### src/rtl/button_press_decoder.sv
// button_press_decoder: classifies debounced button gestures into short, long and double press pulses
module button_press_decoder #(
  parameter int LONG_CYCLES = 16,
  parameter int DBL_GAP     = 8,
  parameter int CNT_W       = 8
) (
  input  logic clk,
  input  logic rst,
  input  logic sigIn,
  output logic pressed,
  output logic shortPress,
  output logic longPress,
  output logic doublePress
);
  localparam logic [2:0] IDLE      = 3'd0;
  localparam logic [2:0] PRESS1    = 3'd1;
  localparam logic [2:0] WAIT_GAP  = 3'd2;
  localparam logic [2:0] PRESS2    = 3'd3;
  localparam logic [2:0] LONG_HOLD = 3'd4;
  localparam logic [CNT_W-1:0] CNT_ONE = CNT_W'(1);
  localparam logic [CNT_W-1:0] LONG_C  = CNT_W'(LONG_CYCLES);
  localparam logic [CNT_W-1:0] GAP_C   = CNT_W'(DBL_GAP);
  logic [2:0] state, state_n;
  logic [CNT_W-1:0] cnt, cnt_n, cnt_inc;
  logic short_n, long_n, double_n;
  assign cnt_inc = cnt + CNT_ONE;
  // Next-state, shared counter and pulse decode; pulses are only ever raised on a transition out of a state
  always_comb begin
    state_n  = state;
    cnt_n    = cnt;
    short_n  = 1'b0;
    long_n   = 1'b0;
    double_n = 1'b0;
    case (state)
      IDLE: begin
        if (sigIn) begin
          state_n = PRESS1;
          cnt_n   = CNT_ONE;
        end
      end
      PRESS1: begin
        if (!sigIn) begin
          state_n = WAIT_GAP;
          cnt_n   = CNT_ONE;
        end else if (cnt_inc == LONG_C) begin
          long_n  = 1'b1;
          state_n = LONG_HOLD;
        end else begin
          cnt_n = cnt_inc;
        end
      end
      WAIT_GAP: begin
        if (sigIn) begin
          state_n = PRESS2;
          cnt_n   = '0;
        end else if (cnt_inc == GAP_C) begin
          short_n = 1'b1;
          state_n = IDLE;
          cnt_n   = '0;
        end else begin
          cnt_n = cnt_inc;
        end
      end
      PRESS2: begin
        if (!sigIn) begin
          double_n = 1'b1;
          state_n  = IDLE;
          cnt_n    = '0;
        end
      end
      LONG_HOLD: begin
        if (!sigIn) begin
          state_n = IDLE;
          cnt_n   = '0;
        end
      end
      default: begin
        state_n = IDLE;
        cnt_n   = '0;
      end
    endcase
  end
  // State, counter and registered outputs; reset aborts any gesture without a pulse
  always_ff @(posedge clk or negedge rst) begin
    if (!rst) begin
      state       <= IDLE;
      cnt         <= '0;
      pressed     <= 1'b0;
      shortPress  <= 1'b0;
      longPress   <= 1'b0;
      doublePress <= 1'b0;
    end else begin
      state       <= state_n;
      cnt         <= cnt_n;
      pressed     <= sigIn;
      shortPress  <= short_n;
      longPress   <= long_n;
      doublePress <= double_n;
    end
  end
endmodule

### config.mk
export PLATFORM = sky130hd
export DESIGN_NAME = button_press_decoder
export DESIGN_NICKNAME = d
export VERILOG_FILES = /design/src/rtl/button_press_decoder.sv
export SDC_FILE = /design/constraint.sdc
export NUM_CORES = 1
export LEC_CHECK = 0
export CORE_ASPECT_RATIO = 0.8
export CORE_MARGIN = 3
export CORE_UTILIZATION = 56
export DETAILED_ROUTE_END_ITERATION = 10
export GPL_TIMING_DRIVEN = 0
export PLACE_DENSITY = 0.79
export SYNTH_ARGS = -nofsm -noshare
export SYNTH_HDL_FRONTEND = slang
export SYNTH_SLANG_ARGS = --single-unit
### constraint.sdc
create_clock -name clk -period 3.1 [get_ports clk]
set_input_delay 0.31 -clock clk [delete_from_list [all_inputs] [get_ports clk]]
set_output_delay 0.31 -clock clk [all_outputs]
set_load 0.03 [all_outputs]
==> tab_implementation.tex <==
\begin{tabular}{lr}
\hline
Metric & Value \\
\hline
\multicolumn{2}{l}{\textbf{Run status}} \\
\quad Run status & completed \\
\multicolumn{2}{l}{\textbf{Global routing}} \\
\quad Vias in the first global route & 679 \\
\quad Leftover overflow at the end of global routing & 0 \\
\quad First-pass GRT wire length & 3160 um \\
\quad GR Util All Layers & 19.0\% \\
\quad Antenna violations before repair & 0 \\
\quad Largest net degree at the start of global routing & 16 \\
\multicolumn{2}{l}{\textbf{STA}} \\
\quad Share of the clock period used by the worst path & approximately four fifths \\
\quad Number of failing setup endpoints in the final timing report & 0 \\
\quad Post-Route Setup TNS & 0 ns \\
\quad Slew at the pin with the worst max-slew slack & 0.679 ns \\
\quad Maximum operating frequency & about 0.4 GHz \\
\quad Period minus WS final & approximately 2.4 ns \\
\quad Setup repair after global routing missed its margin & no \\
\quad Final count of pins violating max slew & 0 \\
\quad Max Clock Skew & 0.00982 ns \\
\quad Slew HR & 54.6\% \\
\quad Hold Vio Cnt, Final & 0 \\
\multicolumn{2}{l}{\textbf{Yosys}} \\
\quad Share of cell area taken by muxes after synthesis & under 10\% \\
\quad Async set-or-reset flop fraction in the synthesized netlist & 100\% \\
\quad Yosys warns & 0 \\
\quad Number of flops mapped to enable cells by yosys & 0 \\
\quad Fraction of the mapped netlist area in adder cells & 1.26\% \\
\quad Simple-gate area share of the yosys netlist & 29.2\% \\
\quad Mapped Nets & around 120 \\
\quad Primary FF master, synth & sky130\_fd\_sc\_hd\_\_dfrtp\_1 \\
\quad Cell count after synthesis & 111 \\
\quad Post-synthesis cell area & 990 um2 \\
\quad Sequential area share after synthesis & 37.9\% \\
\quad Synthesis-stage register bit count & 15 \\
\quad Main combinational cell family by area after synthesis & simple AND/OR/NAND/NOR gates \\
\quad Number of distinct standard cells referenced by the synthesized netlist & 37 \\
\quad Post-Synth XOR/XNOR Area & 2.65\% \\
\quad Synthesized area divided by synthesized cell count & around 8.9 um2 \\
\quad Share of the synthesized area in compound gates (AO/OA/AOI/OAI) & 23.0\% \\
\multicolumn{2}{l}{\textbf{Clock tree}} \\
\quad Latest clock arrival within the worst-skew pair & 0.29 ns \\
\quad Postcts setup bufs & 0 \\
\quad Number of instances resized during post-cts repair & 0 \\
\quad Level count of the clock H-tree & 1 \\
\quad CTS tree & yes \\
\quad Number of clock sinks & 15 \\
\quad Maximum buffer depth of the clock tree & 2 \\
\quad TritonCTS Buffers & 3 \\
\quad Reg clk slew, reported paths & 0.09 ns \\
\quad Hold-fix buffers at CTS & 0 \\
\quad Clock Tree Root & sky130\_fd\_sc\_hd\_\_clkbuf\_4 \\
\multicolumn{2}{l}{\textbf{Pwr}} \\
\quad P\_sw & roughly 150 uW \\
\quad Standby leakage power & 0.484 nW \\
\quad Combinational share of power & 25.3\% \\
\quad Sequential cell fraction of total power & 50.2\% \\
\quad Clock group share of total power & 24.5\% \\
\quad Worst IR Drop VDD & 0.323 mV \\
\quad Ratio of total power to cell area & 412 nW/um2 \\
\quad Power after layout & 455 uW \\
\quad Internal cell power & about 310 uW \\
\quad Switching Fraction & roughly a third \\
\multicolumn{2}{l}{\textbf{Layout}} \\
\quad Leading cell type in the layout, fill and taps excluded & sky130\_fd\_sc\_hd\_\_dfrtp\_1 \\
\quad Ratio of cells with drive above 1 in the final layout & 13.2\% \\
\quad Top library cells by usage in the layout, fill and taps aside & 15 x sky130\_fd\_sc\_hd\_\_dfrtp\_1, 13 x sky130\_fd\_sc\_hd\_\_nand2\_1, 9 x sky130\_fd\_sc\_hd\_\_o21ai\_0 \\
\quad Net count reported at finish & 126 \\
\quad Area growth from synthesis to final layout & 11.4\% \\
\quad ANT cells & 0 \\
\multicolumn{2}{l}{\textbf{Critical path}} \\
\quad Worst-case register-to-register setup slack & approximately 0.66 ns \\
\quad Depth of the worst register-to-register path & 9 \\
\quad Worst Setup End Kind & flop \\
\quad Capture point of the worst reg-to-reg path & cnt[4]\$\_DFFE\_PN0P\_ \\
\quad Setup crit start kind & flop \\
\quad Slowest cell on the critical path & sky130\_fd\_sc\_hd\_\_dfrtp\_1 \\
\quad Required @ worst endpoint & around 3.3 ns \\
\quad Worst path cell trace & ha\_1, clkbuf\_1, xor2\_1, nand2\_1, o21ai\_0, a31oi\_4, o311ai\_4, or4\_1, o211ai\_2 \\
\quad Largest stage delay on the critical path & 0.43 ns \\
\quad Critical Path Fanout Max & 8 \\
\quad Critical R2R Launch & cnt[1]\$\_DFFE\_PN0P\_ \\
\quad Data arrival time at the worst-slack endpoint & 2.60 ns \\
\quad Setup Crit Path Kind & reg -> reg \\
\multicolumn{2}{l}{\textbf{Floorplanning}} \\
\quad X dimension of the die & 53 um \\
\quad Placeable Area & 1520 um2 \\
\quad Die Y & 43.6 um \\
\quad Starting Density & roughly 65\% \\
\quad Die area & approximately 2300 um2 \\
\quad Rows & 12 \\
\quad Io pins & 7 \\
\multicolumn{2}{l}{\textbf{Routing}} \\
\quad Wire length reported by the detailed router & 1880 um \\
\quad Antenna-violating nets left & 0 \\
\quad Total number of vias & 811 \\
\quad Remaining routing DRC violations & 0 \\
\quad Number of iterations in the first detailed-routing pass & 4 \\
\quad Initial detailed-routing violation count & 33 \\
\quad Vias/cell & 5.71 \\
\quad DR WL/cell & between 10 and 15 um \\
\multicolumn{2}{l}{\textbf{Placed design}} \\
\quad Weighted congestion at the end of routability-driven global placement & just over 0.8 \\
\quad Port bufs & 6 \\
\quad Post-DP HPWL & 1380 um \\
\multicolumn{2}{l}{\textbf{Min path}} \\
\quad HP Class & in -> async \\
\multicolumn{2}{l}{\textbf{Job}} \\
\quad Max-cap violation count & 0 \\
\hline
\end{tabular}
-- through the flow --
stage          std cells  utilization [%]  worst slack (ns)  hold slack, ns  area, um2
2_1_floorplan        111                -             0.908          0.0144        990
3_3_place_gp         138             71.0             0.707           0.477       1080
3_5_place_dp         138             71.0             0.721           0.492       1080
4_1_cts              142             72.7             0.691           0.445       1100
5_1_grt              142             72.7             0.418           0.461       1100
6_report             142             72.7             0.660           0.427       1100
-- layer usage --
layer  track usage [%]  wire [um]  vias up  part of all wire [%]
met5                 0          0        -                     0
met4              4.59         20        0                   1.1
met3              7.22        108        4                   5.8
met2              23.3        742       20                    40
met1              30.5       1010      371                    54
li1                  -          -      416                     -
-- layout make-up --
cell class	instances	area, um2
inverters	2	7.51
repair buffers	6	60.1
fillers	116	414
well taps	21	26.3
plain buffers	8	41.3
clock buffers	4	26.3
multi-input cells	86	566
flip-flops and latches	15	375
-- synth_stat cells, drive strengths merged, types with 3 or more instances --
cell type  number  share of area (%)
dfrtp          15                 38
nand2          13                4.9
o21ai           9                4.6
nand2b          8                5.1
a21oi           7                3.5
nand3           7                4.0
nor2            7                2.7
buf             4                2.7
clkbuf          4                1.5
or3             4                3.0
a21o            3                2.3
-- worst max path at each step --
stage	start	to	slack, ns	depth (start not counted)
5_1_grt	cnt[1]$_DFFE_PN0P_	cnt[0]$_DFFE_PN0P_	0.42	10
4_1_cts	cnt[1]$_DFFE_PN0P_	cnt[4]$_DFFE_PN0P_	0.69	9
2_1_floorplan	cnt[1]$_DFFE_PN0P_	cnt[3]$_DFFE_PN0P_	0.91	10
6_report	cnt[1]$_DFFE_PN0P_	cnt[4]$_DFFE_PN0P_	0.66	9
3_3_place_gp	cnt[1]$_DFFE_PN0P_	cnt[3]$_DFFE_PN0P_	0.71	10
3_5_place_dp	cnt[1]$_DFFE_PN0P_	cnt[3]$_DFFE_PN0P_	0.72	10
-- kinds of logic (layout without fill, tap and decap cells) --
kind of cell | count (synthesis) | in the layout
XOR/XNOR | 3 | 3
AO/OA/AOI/OAI | 28 | 28
multiplexers | 1 | 1
buffers and inverters | 10 | 20
flip-flops | 15 | 15
AND/OR/NAND/NOR | 53 | 53
adder cells (fa/ha/maj) | 1 | 1
-- power by group through the flow --
stage	logic [mW]	registers [mW]	clock network [mW]
after floorplan	0.0837	0.231	0
after global placement	0.111	0.231	0
after detailed placement	0.115	0.232	0
after CTS	0.115	0.228	0.116
after global routing	0.127	0.231	0.127
final	0.115	0.228	0.111
-- critical path: cells and delay by family, from the launching register on --
family | cells | cell delay (ns)
flip-flops | 1 | 0.43
buffers and inverters | 1 | 0.27
AO/OA/AOI/OAI | 4 | 1.01
AND/OR/NAND/NOR | 2 | 0.27
XOR/XNOR | 1 | 0.18
adder cells (fa/ha/maj) | 1 | 0.17
-- flip-flops by register name, summed over array words and instances, names as in the netlist --
| name | count |
|---|---|
| cnt | 8 |
| doublePress | 1 |
| longPress | 1 |
| pressed | 1 |
| shortPress | 1 |
| state | 3 |
Note: power is estimated with default switching activity, not from simulation.
